===== src/rtl/pulse_measure_ctrl_if.sv =====
`timescale 1ns/1ps
`default_nettype none
// +--------------------------------------------------------------------------+
// | Module   : pulse_measure_ctrl_if                                         |
// | Purpose  : Handshake/result bundle between the pulse measurement         |
// |            sequencer and its requester / seven-segment display stage.   |
// | Signals  : start, psi, ack          - requester -> sequencer            |
// |            busy, valid, duration,                                        |
// |            bcd_2/1/0, overflow,                                          |
// |            timeout                  - sequencer -> requester            |
// | Modports : master (requester side), slave (sequencer side)               |
// | Revision : 1.0  initial release                                          |
// +--------------------------------------------------------------------------+
interface pulse_measure_ctrl_if;
  logic       start;
  logic       psi;
  logic       ack;
  logic       busy;
  logic       valid;
  logic [7:0] duration;
  logic [3:0] bcd_2;
  logic [3:0] bcd_1;
  logic [3:0] bcd_0;
  logic       overflow;
  logic       timeout;

  modport master (
    output start, psi, ack,
    input  busy, valid, duration, bcd_2, bcd_1, bcd_0, overflow, timeout
  );

  modport slave (
    input  start, psi, ack,
    output busy, valid, duration, bcd_2, bcd_1, bcd_0, overflow, timeout
  );
endinterface
`default_nettype wire


===== src/rtl/pulse_measure_ctrl.sv =====
`timescale 1ns/1ps
`default_nettype none
// +--------------------------------------------------------------------------+
// | Module   : pulse_measure_ctrl                                            |
// | Purpose  : Single-pulse duration measurement sequencer. Arms on start,   |
// |            waits for a clean rising edge of psi, counts the high cycles  |
// |            (saturating at 255), converts the count to three BCD digits   |
// |            with a serial shift-add-3 loop and holds the result under a  |
// |            valid/ack handshake.                                          |
// | Ports    : clk  - system clock, rising edge                              |
// |            rst  - asynchronous reset, active low                         |
// |            bus  - pulse_measure_ctrl_if.slave (start/psi/ack in,         |
// |                   busy/valid/duration/bcd_*/overflow/timeout out)        |
// | Params   : TIMEOUT_CYCLES - wait limit in ARMED+WAIT_HIGH (1..65535)     |
// | Options  : PULSE_TIMEOUT_EN - when defined, builds the wait counter that |
// |            aborts a measurement with timeout=1 after TIMEOUT_CYCLES.     |
// | Revision : 1.0  initial release                                          |
// +--------------------------------------------------------------------------+
module pulse_measure_ctrl #(
  parameter int unsigned TIMEOUT_CYCLES = 1000
) (
  input  logic                 clk,
  input  logic                 rst,
  pulse_measure_ctrl_if.slave  bus
);

  typedef enum logic [2:0] {
    S_IDLE      = 3'd0,
    S_ARMED     = 3'd1,
    S_WAIT_HIGH = 3'd2,
    S_COUNT     = 3'd3,
    S_CONVERT   = 3'd4,
    S_DONE      = 3'd5
  } state_t;

  localparam logic [2:0] c_LAST_ITER = 3'd7;

  state_t      r_state;
  state_t      w_next;

  logic [7:0]  r_count;
  logic        r_ovf;
  logic [19:0] r_shift;    // {hundreds, tens, units, binary}
  logic [2:0]  r_iter;
  logic [19:0] w_dd;
  logic        w_wait_hit;

  logic        r_busy;
  logic        r_valid;
  logic [7:0]  r_duration;
  logic [11:0] r_bcd;
  logic        r_overflow;
  logic        r_timeout;

  // One double-dabble iteration: correct every BCD nibble that would exceed 9
  // after doubling, then shift the whole register left by one.
  function automatic logic [19:0] dd_step(input logic [19:0] v);
    logic [19:0] a;
    a = v;
    for (int k = 0; k < 3; k++) begin
      if (a[8 + 4*k +: 4] >= 4'd5) begin
        a[8 + 4*k +: 4] = a[8 + 4*k +: 4] + 4'd3;
      end
    end
    return {a[18:0], 1'b0};
  endfunction

  assign w_dd = dd_step(r_shift);

`ifdef PULSE_TIMEOUT_EN
  localparam logic [15:0] c_TIMEOUT = 16'(TIMEOUT_CYCLES);

  logic [15:0] r_wait;

  // Counts edges spent waiting for the pulse; frozen once counting starts.
  always_ff @(posedge clk or negedge rst) begin
    if (!rst) begin
      r_wait <= 16'd0;
    end else if (r_state == S_IDLE) begin
      r_wait <= 16'd0;
    end else if ((r_state == S_ARMED) || (r_state == S_WAIT_HIGH)) begin
      r_wait <= r_wait + 16'd1;
    end
  end

  // Fires on the edge at which the wait count reaches the limit.
  assign w_wait_hit = ((r_state == S_ARMED) || (r_state == S_WAIT_HIGH)) &&
                      ((r_wait + 16'd1) == c_TIMEOUT);
`else
  logic w_unused_cfg;
  assign w_unused_cfg = (TIMEOUT_CYCLES == 0);
  assign w_wait_hit   = 1'b0;
`endif

  // Next-state logic
  always_comb begin
    w_next = r_state;
    unique case (r_state)
      S_IDLE: begin
        if (bus.start) w_next = S_ARMED;
      end
      S_ARMED: begin
        // A pulse already high at start must end before we can arm.
        if (w_wait_hit)    w_next = S_DONE;
        else if (!bus.psi) w_next = S_WAIT_HIGH;
      end
      S_WAIT_HIGH: begin
        if (w_wait_hit)   w_next = S_DONE;
        else if (bus.psi) w_next = S_COUNT;
      end
      S_COUNT: begin
        if (!bus.psi) w_next = S_CONVERT;
      end
      S_CONVERT: begin
        if (r_iter == c_LAST_ITER) w_next = S_DONE;
      end
      S_DONE: begin
        if (bus.ack) w_next = S_IDLE;
      end
      default: w_next = S_IDLE;
    endcase
  end

  // State, datapath and registered outputs
  always_ff @(posedge clk or negedge rst) begin
    if (!rst) begin
      r_state    <= S_IDLE;
      r_count    <= 8'd0;
      r_ovf      <= 1'b0;
      r_shift    <= 20'd0;
      r_iter     <= 3'd0;
      r_busy     <= 1'b0;
      r_valid    <= 1'b0;
      r_duration <= 8'd0;
      r_bcd      <= 12'd0;
      r_overflow <= 1'b0;
      r_timeout  <= 1'b0;
    end else begin
      r_state <= w_next;
      // busy/valid are decoded from the next state so they are true flops.
      r_busy  <= (w_next != S_IDLE);
      r_valid <= (w_next == S_DONE);

      unique case (r_state)
        S_IDLE: begin
          if (bus.start) begin
            r_count <= 8'd0;
            r_ovf   <= 1'b0;
          end
        end
        S_ARMED: begin
          if (w_wait_hit) begin
            r_duration <= 8'd0;
            r_bcd      <= 12'd0;
            r_overflow <= 1'b0;
            r_timeout  <= 1'b1;
          end
        end
        S_WAIT_HIGH: begin
          if (w_wait_hit) begin
            r_duration <= 8'd0;
            r_bcd      <= 12'd0;
            r_overflow <= 1'b0;
            r_timeout  <= 1'b1;
          end else if (bus.psi) begin
            r_count <= 8'd1;
          end
        end
        S_COUNT: begin
          if (bus.psi) begin
            if (r_count == 8'd255) r_ovf   <= 1'b1;
            else                   r_count <= r_count + 8'd1;
          end else begin
            r_shift <= {12'd0, r_count};
            r_iter  <= 3'd0;
          end
        end
        S_CONVERT: begin
          r_shift <= w_dd;
          r_iter  <= r_iter + 3'd1;
          if (r_iter == c_LAST_ITER) begin
            r_duration <= r_count;
            r_bcd      <= w_dd[19:8];
            r_overflow <= r_ovf;
            r_timeout  <= 1'b0;
          end
        end
        default: begin
        end
      endcase
    end
  end

  assign bus.busy     = r_busy;
  assign bus.valid    = r_valid;
  assign bus.duration = r_duration;
  assign bus.bcd_2    = r_bcd[11:8];
  assign bus.bcd_1    = r_bcd[7:4];
  assign bus.bcd_0    = r_bcd[3:0];
  assign bus.overflow = r_overflow;
  assign bus.timeout  = r_timeout;

endmodule
`default_nettype wire


===== src/flat_wrapper.sv =====
// flat-port wrapper written by rule: the top's interface ports become plain ports
module pulse_measure_ctrl_flat 
#(
  parameter int unsigned TIMEOUT_CYCLES = 1000
)
  (clk, rst, bus_start, bus_psi, bus_ack, bus_busy, bus_valid, bus_duration, bus_bcd_2, bus_bcd_1, bus_bcd_0, bus_overflow, bus_timeout);
  pulse_measure_ctrl_if bus_i ();
  input  logic clk;
  input  logic rst;
  input wire logic [$bits(bus_i.start)-1:0] bus_start;
  input wire logic [$bits(bus_i.psi)-1:0] bus_psi;
  input wire logic [$bits(bus_i.ack)-1:0] bus_ack;
  output wire logic [$bits(bus_i.busy)-1:0] bus_busy;
  output wire logic [$bits(bus_i.valid)-1:0] bus_valid;
  output wire logic [$bits(bus_i.duration)-1:0] bus_duration;
  output wire logic [$bits(bus_i.bcd_2)-1:0] bus_bcd_2;
  output wire logic [$bits(bus_i.bcd_1)-1:0] bus_bcd_1;
  output wire logic [$bits(bus_i.bcd_0)-1:0] bus_bcd_0;
  output wire logic [$bits(bus_i.overflow)-1:0] bus_overflow;
  output wire logic [$bits(bus_i.timeout)-1:0] bus_timeout;
  assign bus_i.start = bus_start;
  assign bus_i.psi = bus_psi;
  assign bus_i.ack = bus_ack;
  assign bus_busy = bus_i.busy;
  assign bus_valid = bus_i.valid;
  assign bus_duration = bus_i.duration;
  assign bus_bcd_2 = bus_i.bcd_2;
  assign bus_bcd_1 = bus_i.bcd_1;
  assign bus_bcd_0 = bus_i.bcd_0;
  assign bus_overflow = bus_i.overflow;
  assign bus_timeout = bus_i.timeout;
  pulse_measure_ctrl #(.TIMEOUT_CYCLES(TIMEOUT_CYCLES)) u_core (.clk(clk), .rst(rst), .bus(bus_i));
endmodule

===== config.mk =====
export PLATFORM = sky130hd
export DESIGN_NAME = pulse_measure_ctrl_flat
export DESIGN_NICKNAME = d
export VERILOG_FILES = /design/src/rtl/pulse_measure_ctrl_if.sv /design/src/rtl/pulse_measure_ctrl.sv /design/src/flat_wrapper.sv
export SDC_FILE = /design/constraint.sdc
export NUM_CORES = 1
export LEC_CHECK = 0
export CORE_ASPECT_RATIO = 1.5
export CORE_MARGIN = 1
export CORE_UTILIZATION = 42
export DETAILED_ROUTE_END_ITERATION = 10
export PLACE_DENSITY = 0.72
export SYNTH_ARGS = -nofsm -noshare
export SYNTH_HDL_FRONTEND = slang
export SYNTH_SLANG_ARGS = --single-unit
export TNS_END_PERCENT = 20

===== constraint.sdc =====
create_clock -name clk -period 1.75 [get_ports clk]
set_input_delay 0.35 -clock clk [delete_from_list [all_inputs] [get_ports clk]]
set_output_delay 0.35 -clock clk [all_outputs]
set_load 0.05 [all_outputs]

==> flow_results.org, run 1 <==
** Drt
- In this run, the number of DRC markers left after iteration 0 of detailed routing was 69.
- The first TritonRoute pass finished after 4 iterations.
- In the final routed layout, each cell accounts on average for 14.4 um.
- The final layout contains routed wiring with a total length of 5.47 mm.
- Using the TritonRoute via totals, the vias-per-cell ratio works out to 5.39.
- Via count :: 2044
- DRC Markers :: 0
- Post-route antenna net violation count :: 0

** Power and ir drop
- Total power draw :: 4.79 mW
- Summed over all cells, the static leakage comes to 1.64 nW.
- Total power density per cell area :: 1390 nW/um^2
- Worst IR Drop VDD :: 740 uV

** Setup path
- The slowest stage of the critical path is the sky130_fd_sc_hd__dfrtp_1 cell.
- For the worst flop-to-flop path, the logic depth is 5.
- Worst-path maximum fanout :: 7
- Instance count on the critical path :: 5
- Slowest Stage Delay on Critical Path :: 0.47 ns
- Counting both buffers and inverters, the worst setup path holds a total of 1.
- CP required :: 1.98 ns
- The worst register-to-register path begins at u_core.r_state[1].
- Family with the most delay on the worst path :: simple AND/OR/NAND/NOR gates
- Setup crit start :: u_core.r_state[1]
- Timing endpoint of the critical path :: u_core.r_shift[15]
- Crit path kind :: reg -> reg
- The worst register-to-register path has a setup slack of 0.11 ns.
- Launching element type of the critical path :: register
- Data arrives at the worst endpoint at 1.87 ns.
- STA classifies the critical path endpoint as a register.
- The endpoint identified for the worst register-to-register timing path is u_core.r_shift[15].
- CP Cell Sequence :: buf_4, and4bb_2, or2_1, o31ai_1, a32o_1

** Logic synthesis
- Post-synth cell types :: 47
- Count of mapped cells out of synthesis :: 254
- The synthesized-area fraction occupied by ao, oa, aoi and oai cells was 0.164.
- Post-synth top flop :: sky130_fd_sc_hd__dfrtp_1
- Most common cell in the netlist :: sky130_fd_sc_hd__dfrtp_1
- Number of flops mapped to enable cells by yosys :: 0
- Fraction of synthesized cell area taken by the top area cell type :: 0.511
- Counting every net in the synthesized netlist gives 268.
- Post-Syn Area per Cell :: 11.2 sq um
- Number of synthesized register bits :: 58
- Of all flip-flops after synthesis, the portion carrying an async set or reset was 1.00.
- Combinational family with the most area after synthesis :: compound AO/OA/AOI/OAI gates
- Of the total synthesized cell area, the portion taken by full adders, half adders and majority gates is 0.0397.
- During synthesis, Yosys emitted a total of 0 warnings.
- Post-Syn Area :: 2840 sq um
- After synthesis, the cell types taking the most area are sky130_fd_sc_hd__dfrtp_1 51%, sky130_fd_sc_hd__mux2_4 6.3%, sky130_fd_sc_hd__o21ai_0 4.6%.
- Of the total synthesized cell area, the portion taken by AND, OR, NAND and NOR gates is 0.128.
- The synthesized design spends more area on one cell type than any other, namely sky130_fd_sc_hd__dfrtp_1.
- Of the total synthesized cell area, the portion taken by XOR and XNOR cells is 0.0123.
- Portion of netlist area occupied by mux cells :: 0.103
- Proportion of synthesized chip area in sequential cells :: 0.511
- Sorting the synthesized cells by how often they occur yields 58 x sky130_fd_sc_hd__dfrtp_1, 26 x sky130_fd_sc_hd__nand2_1, 26 x sky130_fd_sc_hd__o21ai_0.

** Global route
- Maximum number of pins on one net before global-route repair :: 41
- The first global-routing pass estimated 9.60 mm of wire.
- The initial antenna violation count was 0.
- Total routing usage reported by global routing :: 0.175
- The total overflow left after global routing is 0.
- Via count of the first global-routing pass :: 2077

** Placement
- Worst slack at placement :: -0.0815 ns
- Area after detailed placement :: 3230 sq um
- Post-DP HPWL :: 3.87 mm
- RePlAce Congestion :: 0.820
- Input and output buffers added on the ports amount to 27.

** Timing
- The worst path meets setup with 0.112 ns of slack.
- Unrepaired setup endpoints after global routing :: false
- Fmax :: 0.611 GHz
- Between clock sinks in the finished design, the worst skew comes to 0.00810 ns.
- After layout, the minimum clock period comes to 1.64 ns.
- Post-route fraction of the period consumed by the critical path :: 0.936
- Final Hold Fails :: 0
- Final setup violation count :: 0
- Final Slew Violations :: 0

** Min path
- The min-delay analysis places its worst path in the category reg -> reg.
- Number of cells traversed by the worst hold path :: 2

** Floorplan
- Total Die Area :: 7100 sq um
- Starting utilization of the core area :: 0.434
- From left edge to right edge, the die measures 69.1 um.
- Row cnt :: 36
- The core region is 6530 sq um.
- Die boundary height :: 103 um
- IO Pins :: 29

** Finish
- The number of antenna diodes in the final layout is 0.
- Of the cells placed in the final design, the portion with a size suffix greater than 1 is 0.274.
- Design Area, Final :: 3460 sq um
- The filler cells instantiated in the layout total 582.
- From synthesis to final layout, the design area changed by 21.8%.
- At the end of the flow, the number of nets in the layout was 313.

** Clock network
- In this run the number of H-tree levels came out at 3.
- Sinks on the clock net :: 58
- Clock-pin slew was measured on the worst setup and hold paths at 0.06 ns.
- Clk root buf :: sky130_fd_sc_hd__clkbuf_8
- Clock tree from TritonCTS :: yes
- In this run the deepest clock path goes through 2 buffers.
- Number of buffers added by the clock tree synthesis step :: 9
- The clock reaches the later pin of the worst-skew pair after 0.34 ns.

** Run
- The tool flagged a number of max-cap violations equal to 0.

** Status
- Run status :: finished clean
stage by stage:
step | setup TNS, ns | instances | hold WS, ns | util
after floorplan | 0 | 254 | 0.0544 | -
after global placement | -0.223 | 363 | 0.317 | 0.495
after detailed placement | -0.496 | 363 | 0.322 | 0.495
after CTS | 0 | 379 | 0.485 | 0.528
after global routing | 0 | 379 | 0.504 | 0.529
final | 0 | 379 | 0.476 | 0.529
sequential cells by signal (all words and copies together) (netlist names):
signal and flops:
u_core.r_shift 20, u_core.r_bcd 12, u_core.bus.duration 8, u_core.r_count 8
u_core.r_iter 3, u_core.r_state 3, u_core.bus.busy 1, u_core.bus.overflow 1
u_core.bus.valid 1, u_core.r_ovf 1
timing repair:
| action | CTS | global route |
|---|---|---|
| endpoints found under the hold margin | 18 | 0 |
| hold buffers | 1 | 0 |
| endpoints found under the setup margin | 0 | 3 |
| setup buffers | 0 | 0 |
| resized for setup | 0 | 3 |
power by group:
group	total, mW	internal (mW)	switching, mW
logic	1.62	0.739	0.880
registers	1.91	1.62	0.291
clock network	1.26	0.764	0.497
worst reg2reg max path, stage by stage (launching register included):
cell and delay (ns):
sky130_fd_sc_hd__dfrtp_1 0.47, sky130_fd_sc_hd__buf_4 0.19, sky130_fd_sc_hd__and4bb_2 0.25, sky130_fd_sc_hd__or2_1 0.27, sky130_fd_sc_hd__o31ai_1 0.14, sky130_fd_sc_hd__a32o_1 0.22
layer usage:
layer	global-route usage	wire (um)
met1	0.194	2360
met3	0.0577	204
met5	0	0
met4	0.0801	102
met2	0.305	2800
placed cells by master, fill, tap and decap left out, drive strengths merged, types with 2 or more instances in the layout:
cell type	n
ha	9
a21oi	16
mux2i	9
dfrtp	58
nor2	8
o21ai	26
xnor2	4
nor3b	8
nand2	27
o22ai	3
and4	2
o31ai	6
a31o	2
buf	43
clkbuf	13
a21o	2
inv	10
a32o	3
o41ai	2
a22o	6
mux2	14
nand2b	6
nand3	2
clkdlybuf4s50	3
nor2b	3
how the worst min path moves through the flow:
stage	startpoint	endpoint	slack (ns)
2_1_floorplan	rst	u_core.bus.busy	0.05
3_3_place_gp	rst	u_core.r_bcd[5]	0.32
3_5_place_dp	rst	u_core.r_bcd[5]	0.32
4_1_cts	rst	u_core.r_bcd[5]	0.49
5_1_grt	u_core.r_bcd[10]	u_core.r_bcd[10]	0.50
6_report	u_core.r_shift[5]	u_core.r_shift[6]	0.48
layout make-up:
type	instances	area, sq um	area share
Tap cell	76	95.1	0.0275
Clock inverter	2	35.0	0.0101
Sequential cell	58	1450	0.420
Multi-Input combinational cell	173	1280	0.371
Timing Repair Buffer	47	385	0.112
Inverter	10	37.5	0.0109
Clock buffer	13	169	0.0489
cells by family after synthesis:
family | after synthesis
other cells | 1
compound gates | 73
simple gates | 63
buf+inv | 23
flops | 58
mux | 23
xor+xnor | 4
fa+ha+maj | 9
No activity file was read; power rests on OpenSTA's default activity.
==> inputs of run 2 (changes only) <==
--- a/config.mk
+++ b/config.mk
@@ -8,6 +8,7 @@
 export CORE_ASPECT_RATIO = 1.5
 export CORE_MARGIN = 1
 export CORE_UTILIZATION = 42
+export CTS_CLUSTER_SIZE = 30
 export DETAILED_ROUTE_END_ITERATION = 10
 export PLACE_DENSITY = 0.72
 export SYNTH_ARGS = -nofsm -noshare
==> results of run 2 <==
Same layout as run 1: the final DEF is identical, and so are final timing and power.
